<file path="config.mk">
export PLATFORM = sky130hd
export DESIGN_NAME = vend_payout_ctrl_flat
export DESIGN_NICKNAME = d
export VERILOG_FILES = /design/src/rtl/vend_payout_ctrl_if.sv /design/src/rtl/vend_payout_ctrl.sv /design/src/flat_wrapper.sv
export SDC_FILE = /design/constraint.sdc
export NUM_CORES = 1
export LEC_CHECK = 0
export ABC_AREA = 1
export CAP_MARGIN = 20
export CELL_PAD_IN_SITES_DETAIL_PLACEMENT = 1
export CELL_PAD_IN_SITES_GLOBAL_PLACEMENT = 1
export CORE_AREA = 4 4 80 82
export CTS_CLUSTER_SIZE = 16
export DETAILED_ROUTE_END_ITERATION = 10
export DIE_AREA = 0 0 84 86
export PLACE_DENSITY = 0.64
export SKIP_CTS_REPAIR_TIMING = 1
export SLEW_MARGIN = 20
export SYNTH_ARGS = -nofsm -noshare
export SYNTH_HDL_FRONTEND = slang
export SYNTH_SLANG_ARGS = --single-unit
</file>
<file path="constraint.sdc">
create_clock -name clk -period 3.6 [get_ports clk]
set_input_delay 0.72 -clock clk [delete_from_list [all_inputs] [get_ports clk]]
set_output_delay 0.72 -clock clk [all_outputs]
set_load 0.02 [all_outputs]
</file>
<file path="src/rtl/vend_payout_ctrl_if.sv">
// Signal bundle between the vending FSM, the mechanism drivers and vend_payout_ctrl.
interface vend_payout_ctrl_if;
    logic       out;
    logic [1:0] change;
    logic       coin_ack;
    logic       jam_clr;
    logic       bottle_drv;
    logic       coin_drv;
    logic       busy;
    logic       jam;
    logic       ovf;
    logic       err;
    logic [2:0] state_dbg;

    // coin_drv/coin_ack: coin_drv is held high until coin_ack is sampled high on a
    // rising edge; that edge completes exactly one coin and coin_drv drops after it.
    modport master (
        output out, change, coin_ack, jam_clr,
        input  bottle_drv, coin_drv, busy, jam, ovf, err, state_dbg
    );
    modport slave (
        input  out, change, coin_ack, jam_clr,
        output bottle_drv, coin_drv, busy, jam, ovf, err, state_dbg
    );
endinterface

</file>
<file path="src/rtl/vend_payout_ctrl.sv">
// Queues vending dispense events and plays them out as a bottle pulse plus 5 rs coins.
// Optional macro PAYOUT_JAM_DETECT_EN adds hopper timeout, JAM state and jam_clr recovery.
module vend_payout_ctrl #(
    parameter int DEPTH     = 4,
    parameter int PULSE_CYC = 4,
    parameter int TIMEOUT   = 16
) (
    input logic               clk,
    input logic               rst,
    vend_payout_ctrl_if.slave bus
);
    localparam int AW = $clog2(DEPTH);
    localparam int PW = $clog2(PULSE_CYC + 1);
    localparam logic [PW-1:0] PULSE_LAST = PW'(PULSE_CYC - 1);
    localparam logic [AW:0]   FULL       = (AW+1)'(DEPTH);

    typedef enum logic [2:0] {
        IDLE   = 3'd0,
        BOTTLE = 3'd1,
        COIN   = 3'd2,
        GAP    = 3'd3,
        JAM    = 3'd4
    } state_t;

    state_t        state, state_n;
    logic [2:0]    mem [DEPTH];
    logic [AW-1:0] wr_ptr, rd_ptr;
    logic [AW:0]   count, count_n;
    logic          push_req, push, pop;
    logic [2:0]    head;
    logic [1:0]    coins_left, coins_n;
    logic [PW-1:0] pulse_cnt;
    logic          bottle_q, coin_q, busy_q, ovf_q, err_q;

    function automatic logic [1:0] coin_count(input logic [1:0] ch);
        return (ch == 2'b11) ? 2'b00 : ch;
    endfunction

    assign push_req = bus.out | (bus.change != 2'b00);
    assign pop      = (state == IDLE) && (count != '0);
    // A full FIFO still accepts when the FSM frees a slot on the same edge.
    assign push     = push_req && ((count != FULL) || pop);
    assign head     = mem[rd_ptr];
    assign count_n  = count + (AW+1)'(push) - (AW+1)'(pop);

    always_ff @(posedge clk or negedge rst) begin
        if (!rst) begin
            wr_ptr <= '0;
            rd_ptr <= '0;
            count  <= '0;
            ovf_q  <= 1'b0;
            err_q  <= 1'b0;
        end else begin
            count <= count_n;
            if (push) wr_ptr <= wr_ptr + 1'b1;
            if (pop) rd_ptr <= rd_ptr + 1'b1;
            if (push_req && !push) ovf_q <= 1'b1;
            if (push_req && (bus.change == 2'b11)) err_q <= 1'b1;
        end
    end

    always_ff @(posedge clk) begin
        if (push) mem[wr_ptr] <= {bus.out, bus.change};
    end

`ifdef PAYOUT_JAM_DETECT_EN
    localparam int WW = $clog2(TIMEOUT);
    localparam logic [WW-1:0] WAIT_LAST = WW'(TIMEOUT - 1);
    logic [WW-1:0] wait_cnt;
    logic          jam_q;
`endif

    always_comb begin
        state_n = state;
        coins_n = coins_left;
        case (state)
            IDLE: begin
                if (pop) begin
                    coins_n = coin_count(head[1:0]);
                    if (head[2]) state_n = BOTTLE;
                    else if (coin_count(head[1:0]) != 2'd0) state_n = COIN;
                end
            end
            BOTTLE: begin
                if (pulse_cnt == PULSE_LAST) state_n = (coins_left != 2'd0) ? COIN : IDLE;
            end
            COIN: begin
                if (bus.coin_ack) begin
                    coins_n = coins_left - 2'd1;
                    state_n = (coins_left > 2'd1) ? GAP : IDLE;
                end
`ifdef PAYOUT_JAM_DETECT_EN
                else if (wait_cnt == WAIT_LAST) begin
                    state_n = JAM;
                end
`endif
            end
            GAP: state_n = COIN;
`ifdef PAYOUT_JAM_DETECT_EN
            JAM: begin
                if (bus.jam_clr) state_n = COIN;
            end
`endif
            default: state_n = IDLE;
        endcase
    end

    // Drivers are computed from the next state so they change on the same edge as the FSM.
    always_ff @(posedge clk or negedge rst) begin
        if (!rst) begin
            state      <= IDLE;
            coins_left <= '0;
            pulse_cnt  <= '0;
            bottle_q   <= 1'b0;
            coin_q     <= 1'b0;
            busy_q     <= 1'b0;
        end else begin
            state      <= state_n;
            coins_left <= coins_n;
            pulse_cnt  <= (state == BOTTLE && state_n == BOTTLE) ? pulse_cnt + 1'b1 : '0;
            bottle_q   <= (state_n == BOTTLE);
            coin_q     <= (state_n == COIN);
            busy_q     <= (state_n != IDLE) || (count_n != '0);
        end
    end

`ifdef PAYOUT_JAM_DETECT_EN
    always_ff @(posedge clk or negedge rst) begin
        if (!rst) begin
            wait_cnt <= '0;
            jam_q    <= 1'b0;
        end else begin
            wait_cnt <= (state == COIN && state_n == COIN) ? wait_cnt + 1'b1 : '0;
            jam_q    <= (state_n == JAM);
        end
    end
    assign bus.jam = jam_q;
`else
    logic unused_jam_clr;
    assign unused_jam_clr = bus.jam_clr;
    assign bus.jam = 1'b0;
`endif

    assign bus.bottle_drv = bottle_q;
    assign bus.coin_drv   = coin_q;
    assign bus.busy       = busy_q;
    assign bus.ovf        = ovf_q;
    assign bus.err        = err_q;
    assign bus.state_dbg  = state;
endmodule

</file>
<file path="src/flat_wrapper.sv">
// flat-port wrapper written by rule: the top's interface ports become plain ports
module vend_payout_ctrl_flat 
#(
    parameter int DEPTH     = 4,
    parameter int PULSE_CYC = 4,
    parameter int TIMEOUT   = 16
)
  (clk, rst, bus_out, bus_change, bus_coin_ack, bus_jam_clr, bus_bottle_drv, bus_coin_drv, bus_busy, bus_jam, bus_ovf, bus_err, bus_state_dbg);
  vend_payout_ctrl_if bus_i ();
  input logic clk;
  input logic rst;
  input wire logic [$bits(bus_i.out)-1:0] bus_out;
  input wire logic [$bits(bus_i.change)-1:0] bus_change;
  input wire logic [$bits(bus_i.coin_ack)-1:0] bus_coin_ack;
  input wire logic [$bits(bus_i.jam_clr)-1:0] bus_jam_clr;
  output wire logic [$bits(bus_i.bottle_drv)-1:0] bus_bottle_drv;
  output wire logic [$bits(bus_i.coin_drv)-1:0] bus_coin_drv;
  output wire logic [$bits(bus_i.busy)-1:0] bus_busy;
  output wire logic [$bits(bus_i.jam)-1:0] bus_jam;
  output wire logic [$bits(bus_i.ovf)-1:0] bus_ovf;
  output wire logic [$bits(bus_i.err)-1:0] bus_err;
  output wire logic [$bits(bus_i.state_dbg)-1:0] bus_state_dbg;
  assign bus_i.out = bus_out;
  assign bus_i.change = bus_change;
  assign bus_i.coin_ack = bus_coin_ack;
  assign bus_i.jam_clr = bus_jam_clr;
  assign bus_bottle_drv = bus_i.bottle_drv;
  assign bus_coin_drv = bus_i.coin_drv;
  assign bus_busy = bus_i.busy;
  assign bus_jam = bus_i.jam;
  assign bus_ovf = bus_i.ovf;
  assign bus_err = bus_i.err;
  assign bus_state_dbg = bus_i.state_dbg;
  vend_payout_ctrl #(.DEPTH(DEPTH), .PULSE_CYC(PULSE_CYC), .TIMEOUT(TIMEOUT)) u_core (.clk(clk), .rst(rst), .bus(bus_i));
endmodule
</file>
# Yosys cells after proc, flatten, opt, wreduce, memory -nomap -nowiden
# Memory sizes are Yosys's and may differ from the RTL's.
# Cells that the tools add are included.
[totals]
regBits = 20
ramBits = 12
inputBits = 7
output_inout_bits = 9
n_memories = 1
[mem_list]
columns = ["name", "depth", "width", "rd", "rd_clocked_by_memory_dff", "write_ports", "line", "text"]
rows = [
  ["u_core.mem", 4, 3, 1, 0, 1, "vend_payout_ctrl.sv:26", "logic [2:0] mem [DEPTH];"],
]
[classes]
add_sub_neg = 6
magnitude_cmp = 1
n_eq_ne = 11
n_mux = 15
n_bitwise = 1
reduce_logical = 17
[op_table]
columns = ["operator", "n"]
rows = [
  ["3-bit 2-to-1 mux", 6],
  ["3-bit by 2-bit == test with 1-bit output, second input constant", 4],
  ["3-bit one-hot mux with 4 select lines", 1],
  ["2-bit 2-to-1 mux", 5],
  ["3-bit nonzero test", 3],
  ["2-bit nonzero test", 4],
  ["3-bit by 1-bit == test with 1-bit output, second input constant", 2],
  ["1-bit logical AND", 5],
  ["2-bit by 1-bit adder with 2-bit output, second input constant", 2],
  ["2-bit == test, second input constant", 2],
  ["2-bit one-hot mux with 2 select lines", 1],
  ["3-bit by 1-bit adder with 3-bit output", 1],
  ["3-bit by 1-bit adder with 3-bit output, second input constant", 1],
  ["3-bit zero test", 1],
  ["3-bit inequality test, second input constant", 1],
  ["3-bit AND reduction", 1],
  ["3-bit by 1-bit subtractor with 3-bit output", 1],
  ["2-bit by 1-bit > comparator with 1-bit output, second input constant", 1],
  ["1-bit logical OR", 2],
  ["1-bit 2-to-1 mux", 2],
  ["2-bit by 1-bit inequality test with 1-bit output, second input constant", 1],
  ["2-bit inequality test, second input constant", 1],
  ["2-bit by 1-bit subtractor with 2-bit output, second input constant", 1],
  ["1-bit zero test", 1],
  ["1-bit bitwise OR", 1],
]

# Logic depth before layout (Yosys ltp)
# Gate-level depths: netlist (run 1).
# An unclocked memory read counts as a cell.
[logic_depth]
depth_word = 11
mapped_depth = 14
mapped_depth_nobuf = 14

# Worst setup path after synthesis (run 1)
# OpenSTA, ideal clock, no wires.
[synth_timing]
path_type = "in2reg"
from = "input port bus_change[1]"
to = "register u_core.busy_q (netlist: u_core.bus.busy)"
setup_time_ns = 0.124
t_arrival_ns = 2.340
path_slack_ns = 1.135
path_stages = 8
path_cell_list = "or3_4 nand2_4 inv_2 ha_1 fa_1 or2_2 nor2_1 nand3_2"
[synth_between]
elab_chain_len = 7
[synth_rtl]
columns = ["element", "line", "text"]
rows = [
  ["start: declaration", "flat_wrapper.sv:13", "input wire logic [$bits(bus_i.change)-1:0] bus_change;"],
  ["2-bit nonzero test", "vend_payout_ctrl.sv:39", "assign push_req = bus.out | (bus.change != 2'b00);"],
  ["1-bit bitwise OR", "vend_payout_ctrl.sv:39", ""],
  ["1-bit logical AND", "vend_payout_ctrl.sv:42", "assign push = push_req && ((count != FULL) || pop);"],
  ["3-bit by 1-bit adder with 3-bit output", "vend_payout_ctrl.sv:44", "assign count_n = count + (AW+1)'(push) - (AW+1)'(pop);"],
  ["3-bit by 1-bit subtractor with 3-bit output", "vend_payout_ctrl.sv:44", ""],
  ["net u_core.count_n[1]", "vend_payout_ctrl.sv:28", "logic [AW:0] count, count_n;"],
  ["3-bit nonzero test", "vend_payout_ctrl.sv:123", "busy_q <= (state_n != IDLE) || (count_n != '0);"],
  ["1-bit logical OR", "vend_payout_ctrl.sv:123", ""],
  ["end signal: assignment", "vend_payout_ctrl.sv:123", ""],
  ["end: declaration", "vend_payout_ctrl.sv:33", "logic bottle_q, coin_q, busy_q, ovf_q, err_q;"],
]
# The timed path passes the listed nets, and every way through them passes these cells.
# A chain may end at the register's enable or synchronous reset.

# Worst setup path after layout (run 1)
# Same ends and word-level chain as after synthesis.

==> run summary, run 1 <==
The flow ran to the end, and the final reports show no timing, DRC or antenna violations. Transition time at the pin with the least slew margin: 0.9483 ns. Sequential group share of total power: 0.363.

The total of flip-flops plus latches after synthesis is 32. For the final routed database, the setup TNS stands at 0 ns. Yosys mapped a number of flops with a built-in enable equal to 12. Dividing the detail-routed wire length by the instance count gives 11.75 um. The final setup violation count came out at 0.

The final cycle utilization of the critical path was 0.7973; the worst-path maximum fanout was 6. The cell family contributing the most delay on the critical path is simple AND/OR/NAND/NOR gates. Maximum level of the CTS H-tree: 2.

Most instantiated flip-flop cell in the synthesis netlist: sky130_fd_sc_hd__dfrtp_1. At the worst endpoint, the arrival time is 3.03 ns. The via count of the first global-routing pass is 1144, and the first-pass GRT wire length is 5.395 mm.

In the routed layout, each cell is associated on average with a via count of 4.154. The total power was 1.625 mW; the die boundary height was 86 um. The largest voltage drop on the vdd net came out at 277.0 uV. Setup repair after global routing left no endpoint under its margin. The run gives 1080 as the count of vias placed by the detailed router. Input and output buffers added on the ports amount to 13.

The root buffer cell chosen for the clock tree is sky130_fd_sc_hd__clkbuf_8. Leading cell type in the layout, fill and taps excluded: sky130_fd_sc_hd__nand2_1. Instance count of the mapped netlist: 164.

The full die area was 7224 um^2; the total grt overflow was 0. The clock period could shrink to 2.870 ns. The category of the most critical setup path was in -> reg.

The worst hold path class is reg -> reg. After the first detailed-routing iteration, the DRC count stood at 25. The logs give 0.3426 for the post-route core utilization and 0.2861 for the starting density of the core. The tools report the achievable frequency as 348.4 MHz. The post-synthesis instance area was 1644 um^2; the switching share of power was 0.3918. The core footprint is 5746 um^2, and the sink count of the clock tree is 32.

The largest clock skew in the final design is 0.005273 ns, and the number of antenna violations at the first check in global routing is 0. The count of yosys warnings during synthesis was 0. For this design the top-level I/O count stands at 16.

The fraction of registers with async set or reset after synthesis is 0.6250, and the data required time of the critical path is 3.76 ns. The pin count of the biggest net entering global routing was 21. Proportion of layout cells with a drive suffix above 1: 0.1730. The critical path goes through clkdlybuf4s50_1 > or3_4 > nand2_4 > inv_2 > ha_1 > fa_1 > or2_2 > nor2_1 > nand3_2. The combinational share of power was 0.430; the internal power was 0.9882 mW. Critical path launch point type: an input port.

Antenna diode instance count: 0. The worst setup path is captured at a register. The cell area power density was 825.5 nW/um^2.

The slowest library cell on the worst path is sky130_fd_sc_hd__clkdlybuf4s50_1. Synthesis instantiated 31 different standard cells from the library. The analysis attributes to cell leakage a power of 0.9179 nW. The detailed-route wire length came out at 3.056 mm. The final number of max-transition violations was 0. The largest single stage delay on the critical path is 0.51 ns. TritonCTS built the clock tree.

After clock tree synthesis, the clock-pin slew on the worst setup and hold paths is 0.07 ns. The relative slew slack is 0.3658. The total net switching power is 0.6366 mW. The run gives 0.207 as the clock share of power.

The number of rows created at floorplan was 28. The detail route stage leaves a number of antenna-violating nets equal to 0. The part of the Yosys area used for sequential elements is 0.5236, and the count of buffer and inverter cells on the critical path is 2.

The later pin in the worst-skew pair is clocked with a latency of 0.28 ns. The tools report the sum of net half-perimeters after detailed placement as 2.399 mm. For this run, design rule violations remaining after detail routing come to 0. Relative to the synthesized area, the layout overhead comes to 19.71%. Max-cap violations in this run came to 0. For this run, the detailed router's first-pass iteration total came to 4.

In the layout the commonest cells are sky130_fd_sc_hd__nand2_1 (33), sky130_fd_sc_hd__inv_1 (27), sky130_fd_sc_hd__dfrtp_1 (20). The number of hold violations in the final report is 0, and the combined global-route utilization of all metal layers is 0.09675. The mean post-synth cell area was 10.02 um^2; the die width was 84 um.

At the end of the flow, the number of nets in the layout was 204. The total clock buffers created by CTS is 5, and the global placement routability congestion is 0.7009. The clock passes through at most 2 buffers.
==> worst paths after layout <==
kind                                              start              endpoint  slack (ns)  depth (start not counted)
worst min-delay path                u_core.pulse_cnt[0]   u_core.pulse_cnt[0]        0.43                          1
worst max register to register  u_core.bus.state_dbg[1]       u_core.bus.busy        1.20                         10
max in group asynchronous                           rst      u_core.wr_ptr[0]        2.05                          1
worst max-delay path                      bus_change[1]       u_core.bus.busy        0.73                          9
worst min register to register      u_core.pulse_cnt[0]   u_core.pulse_cnt[0]        0.43                          1
min in group asynchronous                           rst  u_core.coins_left[1]        0.97                          1
==> cells by family (layout without fill, tap and decap cells) <==
group                    Yosys count  after routing  synth area share
flip-flops                        32             32            0.5236
AND/OR/NAND/NOR                   66             66            0.2047
buffers and inverters             35             55           0.08829
AO/OA/AOI/OAI                     13             13           0.05632
other                              1              2          0.002281
adder cells (fa/ha/maj)           13             13            0.1035
XOR/XNOR                           4              4           0.02131
==> power by group through the flow <==
stage | sequential (mW) | combinational (mW) | clock [mW]
global route | 0.607 | 0.821 | 0.365
finish | 0.590 | 0.698 | 0.336
global placement | 0.596 | 0.697 | 0
floorplan | 0.589 | 0.537 | 0
CTS | 0.594 | 0.726 | 0.343
detailed placement | 0.601 | 0.716 | 0
==> routing by layer <==
metal | vias to the layer above | share of wire | global-route usage
li1 | 545 | - | -
met1 | 521 | 0.45 | 0.1114
met2 | 10 | 0.52 | 0.1649
met3 | 4 | 0.019 | 0.02498
met4 | 0 | 0.016 | 0.05263
met5 | - | 0 | 0
==> cell usage after synthesis, types with 3 or more instances <==
master                      n  area, um^2
sky130_fd_sc_hd__inv_1     27       101.4
sky130_fd_sc_hd__nand2_2    5       31.28
sky130_fd_sc_hd__nand3_1    5       25.02
sky130_fd_sc_hd__ha_1      12       150.1
sky130_fd_sc_hd__edfxtp_1  12       360.4
sky130_fd_sc_hd__xor2_1     3       26.28
sky130_fd_sc_hd__inv_2      5       18.77
sky130_fd_sc_hd__nand2_1   33       123.9
sky130_fd_sc_hd__nor2_1    13       48.80
sky130_fd_sc_hd__o21ai_2    3       26.28
sky130_fd_sc_hd__dfrtp_1   20       500.5
==> sequential cells by signal, summed over array words and instances (netlist names) <==
name / cells
u_core.bus.bottle_drv: 1
u_core.count: 3
u_core.rd_ptr: 2
u_core.pulse_cnt: 3
u_core.wr_ptr: 2
u_core.bus.coin_drv: 1
u_core.mem: 12
u_core.coins_left: 2
u_core.bus.state_dbg: 3
u_core.bus.err: 1
u_core.bus.busy: 1
u_core.bus.ovf: 1
==> stage by stage <==
step	instances	hold slack, ns	setup slack [ns]	area [um^2]
after CTS	260	0.4418	0.7026	1968
after detailed placement	252	0.4327	0.4123	1861
final	260	0.4320	0.7297	1968
after global placement	252	0.4292	0.4577	1861
after global routing	260	0.4532	0.5826	1968
after floorplan	165	0.4099	1.135	1648
==> area by class of cell <==
| type | count | area [um^2] |
|---|---|---|
| inverters | 33 | 126.4 |
| multi-input cells | 98 | 641.9 |
| fillers | 665 | 3777 |
| clock buffers | 6 | 72.57 |
| repair buffers | 14 | 137.6 |
| clock inverters | 2 | 35.03 |
| well taps | 75 | 93.84 |
| flip-flops and latches | 32 | 860.8 |
(Power assumes the default switching activity.)
==> inputs of run 2 (changes only) <==
- clock period: 3.6 -> 2.8 ns (I/O delays scaled with it)
==> run 2 against run 1 <==
Compared with the run above: sequential power is 28% higher; via count grew 1.1%; power rose by 31%; critical path depth unchanged; register-to-register slack worse by 0.81 ns; count of clock-buffer cells in the layout is the same; utilization rose by 0.78 points; die area unchanged.
==> run summary, run 2 (synthesis results as in run 1) <==
The flow ran to the end, and the final reports show no timing, DRC or antenna violations. The total clock buffers created by CTS is 5 (unchanged), and the number of buffers inserted by port buffering is 13 (unchanged). The signal arrival time at the worst endpoint is 2.71 ns (-0.32 ns), and the antenna violation net count after detailed routing is 0 (unchanged). The starting density of the core is 0.2861 (unchanged).

The number of antenna violations at the first check in global routing is 0 (unchanged). First-iteration detailed-routing DRC count: 38 (+52%). The detailed-route wire length was 3.015 mm (-1.3%); the switching share of power was 0.3859 (-0.005912). The run gives 0 (unchanged) as the antenna diode instance count. Layer with the highest usage: met2. The average wire length per cell after detail routing was 11.33 um (-3.6%). Final cycle utilization of the critical path: 0.9136. The final total negative setup slack is 0 ns (unchanged).

Cell area after layout: 2013 um^2 (+2.3%). The tools report the met1 capacity usage during global routing as 0.1120 (+0.0005956). TritonCTS built the clock tree. Setup repair after global routing left no endpoint under its margin. The post-route core utilization was 0.3504 (+0.007840). The sink count of the clock tree was 32 (unchanged); the post-route DRC violation count was 0 (unchanged). Die width: 84 um (unchanged). The maximum level of the CTS H-tree was 2 (unchanged); the area added between synthesis and finish was 22.45%.

The post-detailed-placement cell area was 1906 um^2 (+2.4%). The achievable frequency is 390.9 MHz, and the largest clock skew in the final design is 0.004130 ns (-0.001143 ns). The number of ports placed on the die boundary is 16 (unchanged). The final setup violation count was 0 (unchanged). Leakage component of the power: 0.9468 nW (+3.1%).

The met2 global-route usage was 0.1699 (+0.005061); the full die area was 7224 um^2 (unchanged). CTS placed an instance of sky130_fd_sc_hd__clkbuf_8 at the clock tree root. The global-route track usage on met3 is 0.02017 (-0.004803). For the sum of net half-perimeters after detailed placement, the log shows 2.383 mm (-0.66%).

The final period demand of the worst path was 2.558 ns; the internal power was 1.305 mW (+32%). The combined global-route utilization of all metal layers came out at 0.09615 (-0.0006085). The proportion of layout cells with a drive suffix above 1 is 0.1990 (+0.02598), and the first-pass detailed-route iteration total is 4 (unchanged). The largest voltage drop on the vdd net is 505.0 uV (+82%), and the count of nets after finishing is 210 (+2.9%). The combinational share of power was 0.441 (+0.011). The average vias per placed instance came out at 4.105 (-1.2%). The run gives 5746 um^2 (unchanged) as the core footprint. The critical path launch point type was an input port.

The tools report the count of vias placed by the detailed router as 1092 (+1.1%). The worst hold slack after final layout came out at 0.4356 ns (+0.003575 ns). The clock share of power came out at 0.203 (-0.004). The leading cell type in the layout, fill and taps excluded is sky130_fd_sc_hd__nand2_1.

The sequential group share of total power was 0.356 (-0.007). Ranked by flip-flop count, first place goes to u_core.mem. The total net switching power was 0.8200 mW (+29%). The total grt overflow was 0 (unchanged); the maximum root-to-sink buffer count was 2 (unchanged). The number of flip-flops in the largest register is 12 (unchanged).

The worst hold path belongs to the class reg -> reg. Cell depth of the worst flop-to-flop path: 10 (unchanged). The tools report the insertion delay of the later-clocked pin in the worst-skew pair as 0.27 ns (about the same). The cell count of the worst hold path is 1 (unchanged), and the pin count of the biggest net entering global routing is 21 (unchanged). For the first-pass GRT wire length, the log shows 5.485 mm (+1.7%).

The total power was 2.125 mW (+31%). In the layout the commonest cells are sky130_fd_sc_hd__nand2_1 (33), sky130_fd_sc_hd__inv_1 (27), sky130_fd_sc_hd__dfrtp_1 (20). The global placement routability congestion was 0.7299 (+4.1%); the number of rows created at floorplan was 28 (unchanged). The tools report the data required time of the critical path as 2.95 ns (-0.81 ns).

The die boundary height is 86 um (unchanged), and the number of hold violations in the final report is 0 (unchanged). STA classifies the critical path endpoint as a register. The number of maximum-capacitance violations came out at 0 (unchanged).

The register clock-pin slew on the reported worst setup and hold paths was 0.06 ns (about the same); the worst-path maximum fanout was 2 (-4). Cell area power density: 1055 nW/um^2 (+28%). The via count of the first global-routing pass came out at 1207 (+5.5%). The tools report the final number of max-transition violations as 0 (unchanged). The worst setup path is of the in -> reg kind.
run 2: area by class of cell:
| class | instances | area, um^2 |
|---|---|---|
| Tap cell | 75 | 93.84 |
| Multi-Input combinational cell | 98 | 641.9 |
| Inverter | 33 | 126.4 |
| Timing Repair Buffer | 20 | 182.7 |
| Fill cell | 677 | 3732 |
| Sequential cell | 32 | 860.8 |
| Clock inverter | 2 | 35.03 |
| Clock buffer | 6 | 72.57 |
run 2: metal layers:
metal | up-vias | routed length, um
li1 | 559 | -
met1 | 522 | 1323
met2 | 9 | 1596
met3 | 2 | 54
met4 | 0 | 40
met5 | - | 0
run 2: path summary, 6_finish.rpt:
| path | startpoint | endpoint | slack [ns] |
|---|---|---|---|
| worst max register to register | u_core.bus.state_dbg[1] | u_core.bus.busy | 0.39 |
| worst min register to register | u_core.pulse_cnt[0] | u_core.pulse_cnt[0] | 0.44 |
| worst max-delay path | bus_change[1] | u_core.bus.busy | 0.24 |
| max in group asynchronous | rst | u_core.bus.ovf | 1.95 |
| worst min-delay path | u_core.pulse_cnt[0] | u_core.pulse_cnt[0] | 0.44 |
| min in group asynchronous | rst | u_core.coins_left[1] | 0.63 |
run 2: power groups by stage:
stage                     clock network [mW]  registers [mW]  logic [mW]
after floorplan                            0           0.757       0.691
after global placement                     0           0.763       0.933
after detailed placement                   0           0.768       0.961
after CTS                              0.448           0.759       0.968
after global routing                   0.465           0.779        1.09
final                                  0.431           0.756       0.938
run 2: metrics by stage:
step / worst slack [ns] / cells
floorplan: 0.4803 / 165
global placement: -0.03704 / 258
detailed placement: -0.05369 / 258
CTS: 0.2277 / 266
global route: 0.08660 / 266
finish: 0.2419 / 266
run 2: worst max-delay path: stages:
cell and delay [ns]:
sky130_fd_sc_hd__clkdlybuf4s50_1 0.42, sky130_fd_sc_hd__or3_4 0.42, sky130_fd_sc_hd__nand2_4 0.08, sky130_fd_sc_hd__inv_2 0.04
sky130_fd_sc_hd__ha_1 0.18, sky130_fd_sc_hd__fa_1 0.46, sky130_fd_sc_hd__or2_2 0.31, sky130_fd_sc_hd__nor2_1 0.15
sky130_fd_sc_hd__nand3_2 0.09
==> variant 1: new RTL, config.mk and constraints of run 2 <==
`PULSE_CYC` is set to 4 in 2 places; all go to 8.
--- a/src/rtl/vend_payout_ctrl.sv
+++ b/src/rtl/vend_payout_ctrl.sv
@@ -4,3 +4,3 @@
     parameter int DEPTH     = 4,
-    parameter int PULSE_CYC = 4,
+    parameter int PULSE_CYC = 8,
     parameter int TIMEOUT   = 16
--- a/src/flat_wrapper.sv
+++ b/src/flat_wrapper.sv
@@ -4,3 +4,3 @@
     parameter int DEPTH     = 4,
-    parameter int PULSE_CYC = 4,
+    parameter int PULSE_CYC = 8,
     parameter int TIMEOUT   = 16
Function: changed (a bounded check fails within 10 cycles, from zero or initial values and one cycle with rst low).
==> variant 1 against run 2 <==
- combinational power is 4.4% lower
- cell count up 3.4%
- worst setup slack improved by 34 ps
- total power decreased by 1.1%
- first-iteration DRC count grew 16%
- global-route usage up 0.87 points
- routed wire length grew 12%
- sequential cell count is 1 higher
- final area grew 2.4%
- synthesized area grew 3.2%
- via count is 8.3% higher
- die area is the same
- critical endpoint unchanged
- highest routed layer unchanged
==> variant 1: results (changes against run 2) <==
Power and ir drop
  • Part of the power in registers: 36.9% (+1.3 points)
  • Peak VDD IR: 415.3 uV (-18%)

Synth
  • Netlist cell types: 29 (-6.5%)
  • Sequential area share after synthesis: 52.21% (-0.15 points)
  • Synth cell count leaders: nand2_1, inv_1, dfrtp_1
  • Dominant cells by area after synthesis: dfrtp_1, edfxtp_1, ha_1, nand2_1, inv_1
  • Xor/xnor share of the synthesized area: 2.065% (-0.066 points)
  • Post-Syn Instances: 174 (+6.1%)

Routing
  • Iter 0 DRT Violations: 44 (+16%)
  • Routed wl met3: 82 microns (+52%)
  • Drt total wl: 3.366 mm (+12%)
  • Metal2 WL: 1.705 mm (+6.8%)

Layout
  • Non-Filler Instances: 275 (+3.4%)
  • Sequential share of cell area: 42.96% (+0.20 points)
  • Clock buffer count: 8 (+2)
  • Buffering overhead: 8.495% (-0.58 points)
  • Layout clock area frac: 5.400% (+0.056 points)
  • FF+latch count: 33 (+3.1%)
  • Number of fill cells in the layout: 698 (+3.1%)

Placement
  • Gpl congestion: 0.7283 (-0.22%)
  • Dpl cells: 267 (+3.5%)

Global routing
  • Met2 GRT Util: 17.72% (+0.72 points)
  • Vias in the first global route: 1,313 (+8.8%)
  • First-pass GRT wire length: 5.906 mm (+7.7%)
  • Gr usage total: 10.48% (+0.87 points)

Outcome
  • Status: finished clean
## variant 1: cell count changes after synthesis, moves of 2 or more
cell,change
o21ai_1,+2
nand2_1,+2
nor2_4,+2
o21ai_2,-3
a31oi_1,-2
o211ai_1,+2
inv_1,-3
inv_2,-2
a21oi_1,+2
nor2_1,+7
## variant 1: worst paths after layout
path / startpoint / to / slack, ps / cells past startpoint
hold reg to reg: u_core.pulse_cnt[0] / u_core.pulse_cnt[0] / 460 / 1
min in group asynchronous: rst / u_core.coins_left[1] / 620 / 2
setup / recovery: bus_change[1] / u_core.bus.busy / 280 / 9
setup reg to reg: u_core.count[1] / u_core.bus.busy / 380 / 11
hold / removal: u_core.pulse_cnt[0] / u_core.pulse_cnt[0] / 460 / 1
max in group asynchronous: rst / u_core.bus.err / 1940 / 2
## variant 1: critical path, cell delays in order
cell	delay, ps
clkdlybuf4s50_1	440
or3_4	430
nand2_4	70
inv_2	40
ha_1	190
fa_1	440
or2_2	300
nor2_1	130
nand3_2	80
==> variant 2: new RTL, flow settings as in run 2 <==
Without the edit above. Build with the macro `PAYOUT_JAM_DETECT_EN` defined.
--- a/src/rtl/vend_payout_ctrl.sv
+++ b/src/rtl/vend_payout_ctrl.sv
@@ -2,2 +2,4 @@
 // Optional macro PAYOUT_JAM_DETECT_EN adds hopper timeout, JAM state and jam_clr recovery.
+`define PAYOUT_JAM_DETECT_EN
+
 module vend_payout_ctrl #(
Check against the original RTL: no difference found for any inputs over 10 cycles, from zero or initial values and one cycle with rst low; that may be too few to reach the edited logic, so the function may still have changed.
==> variant 2 against run 2 <==
- final area rose by 11%
- total power increased by 8.7%
- critical path type is now reg -> reg
- synthesized area rose by 14%
- core utilization up 4.0 points
- routed wire length up 11%
- sequential cell count rose by 5
- critical endpoint unchanged
- via count is 12% higher
- count of clock-buffer cells in the layout did not move
- worst setup slack gained 110 ps
==> variant 2: results (changes against run 2) <==
Routing
  • Pre-antenna DRT Iters: 3 (-1)
  • Metal2 WL: 1.642 mm (+2.9%)
  • Iter 0 DRT Violations: 44 (+16%)
  • Routed wl met3: 68 microns (+26%)
  • DRT met1 WL: 1.574 mm (+19%)

Worst setup path
  • Worst stage delay on the critical path: 440 ps (-20 ps)
  • Crit path arrival time: 2610 ps (-100 ps)
  • Slack of the worst reg-to-reg path: 350 ps (-40 ps)
  • CP startpoint: u_core.bus.state_dbg[0]
  • CP max FO: 5 (+3)
  • CP max stage cell: dfrtp_1

Global routing
  • Pin count of the biggest net entering global routing: 26 (+24%)
  • M3 GR Usage: 2.402% (+0.38 points)
  • First-pass GRT wire length: 5.816 mm (+6.0%)
  • Gr usage total: 10.25% (+0.64 points)

Placement
  • Pre-CTS setup slack: 46.40 ps (+100.1 ps)
  • Area post-placement: 2158 sq um (+13%)
  • PortBufs: 15 (+2)
  • DPL Wire Length: 2.645 mm (+11%)
  • Gpl congestion: 0.7337 (+0.52%)
  • Dpl cells: 276 (+7.0%)

Synth
  • Syn avg cell area: 10.41 sq um (+3.8%)
  • Dominant cells by area after synthesis: dfrtp_1, edfxtp_1, ha_1, nand2_1, inv_1
  • Fraction of registers with async set/reset: 67.57% (+5.1 points)
  • Synth cell count leaders: nand2_1, dfrtp_1, inv_1
  • Netlist cell types: 34 (+9.7%)

Layout
  • Share of cells above drive strength 1: 20.57% (+0.68 points)
  • Final #Nets: 229 (+9.0%)
  • Footprint of the multi-input gates: 745.7 sq um (+16%)

STA
  • Worst Clk Skew: 7.925 ps (+3.795 ps)
  • Hold Slack: 441.2 ps (+5.608 ps)

Power and ir drop
  • Combinational power: 1.10 mW (+17%)
  • NetSw: 0.9606 mW (+17%)
  • Clock group power: 0.347 mW (-19%)
  • Internal cell power: 1.350 mW (+3.4%)
  • Leak pwr: 0.9881 nW (+4.4%)

Outcome
  • Status: finished clean
## variant 2: cell count changes in the layout (fill, tap and decap cells not counted), sizes merged, moves of 4 or more
| cell | run 2 | this run |
|---|---|---|
| nor2 | 16 | 20 |
| a21oi | 2 | 6 |
| nand3 | 7 | 11 |
| dfrtp | 20 | 25 |
| nand2 | 40 | 32 |
## variant 2: logic make-up (layout without fill, tap and decap cells)
logic type | Yosys count | after routing | share of synthesized area [%]
simple gates | 70 | 70 | 20.24
flops | 37 | 37 | 52.64
buf+inv | 35 | 64 | 7.549
compound gates | 17 | 17 | 6.547
fa+ha+maj | 14 | 14 | 9.753
xor+xnor | 7 | 7 | 3.273
## variant 2: area by class of cell
class	count	share of cell area, %
Sequential cell	37	44.00
Multi-Input combinational cell	108	33.28
Timing Repair Buffer	22	9.045
Inverter	34	5.807
Tap cell	75	4.188
Clock buffer	6	3.238
Clock inverter	2	0.4467
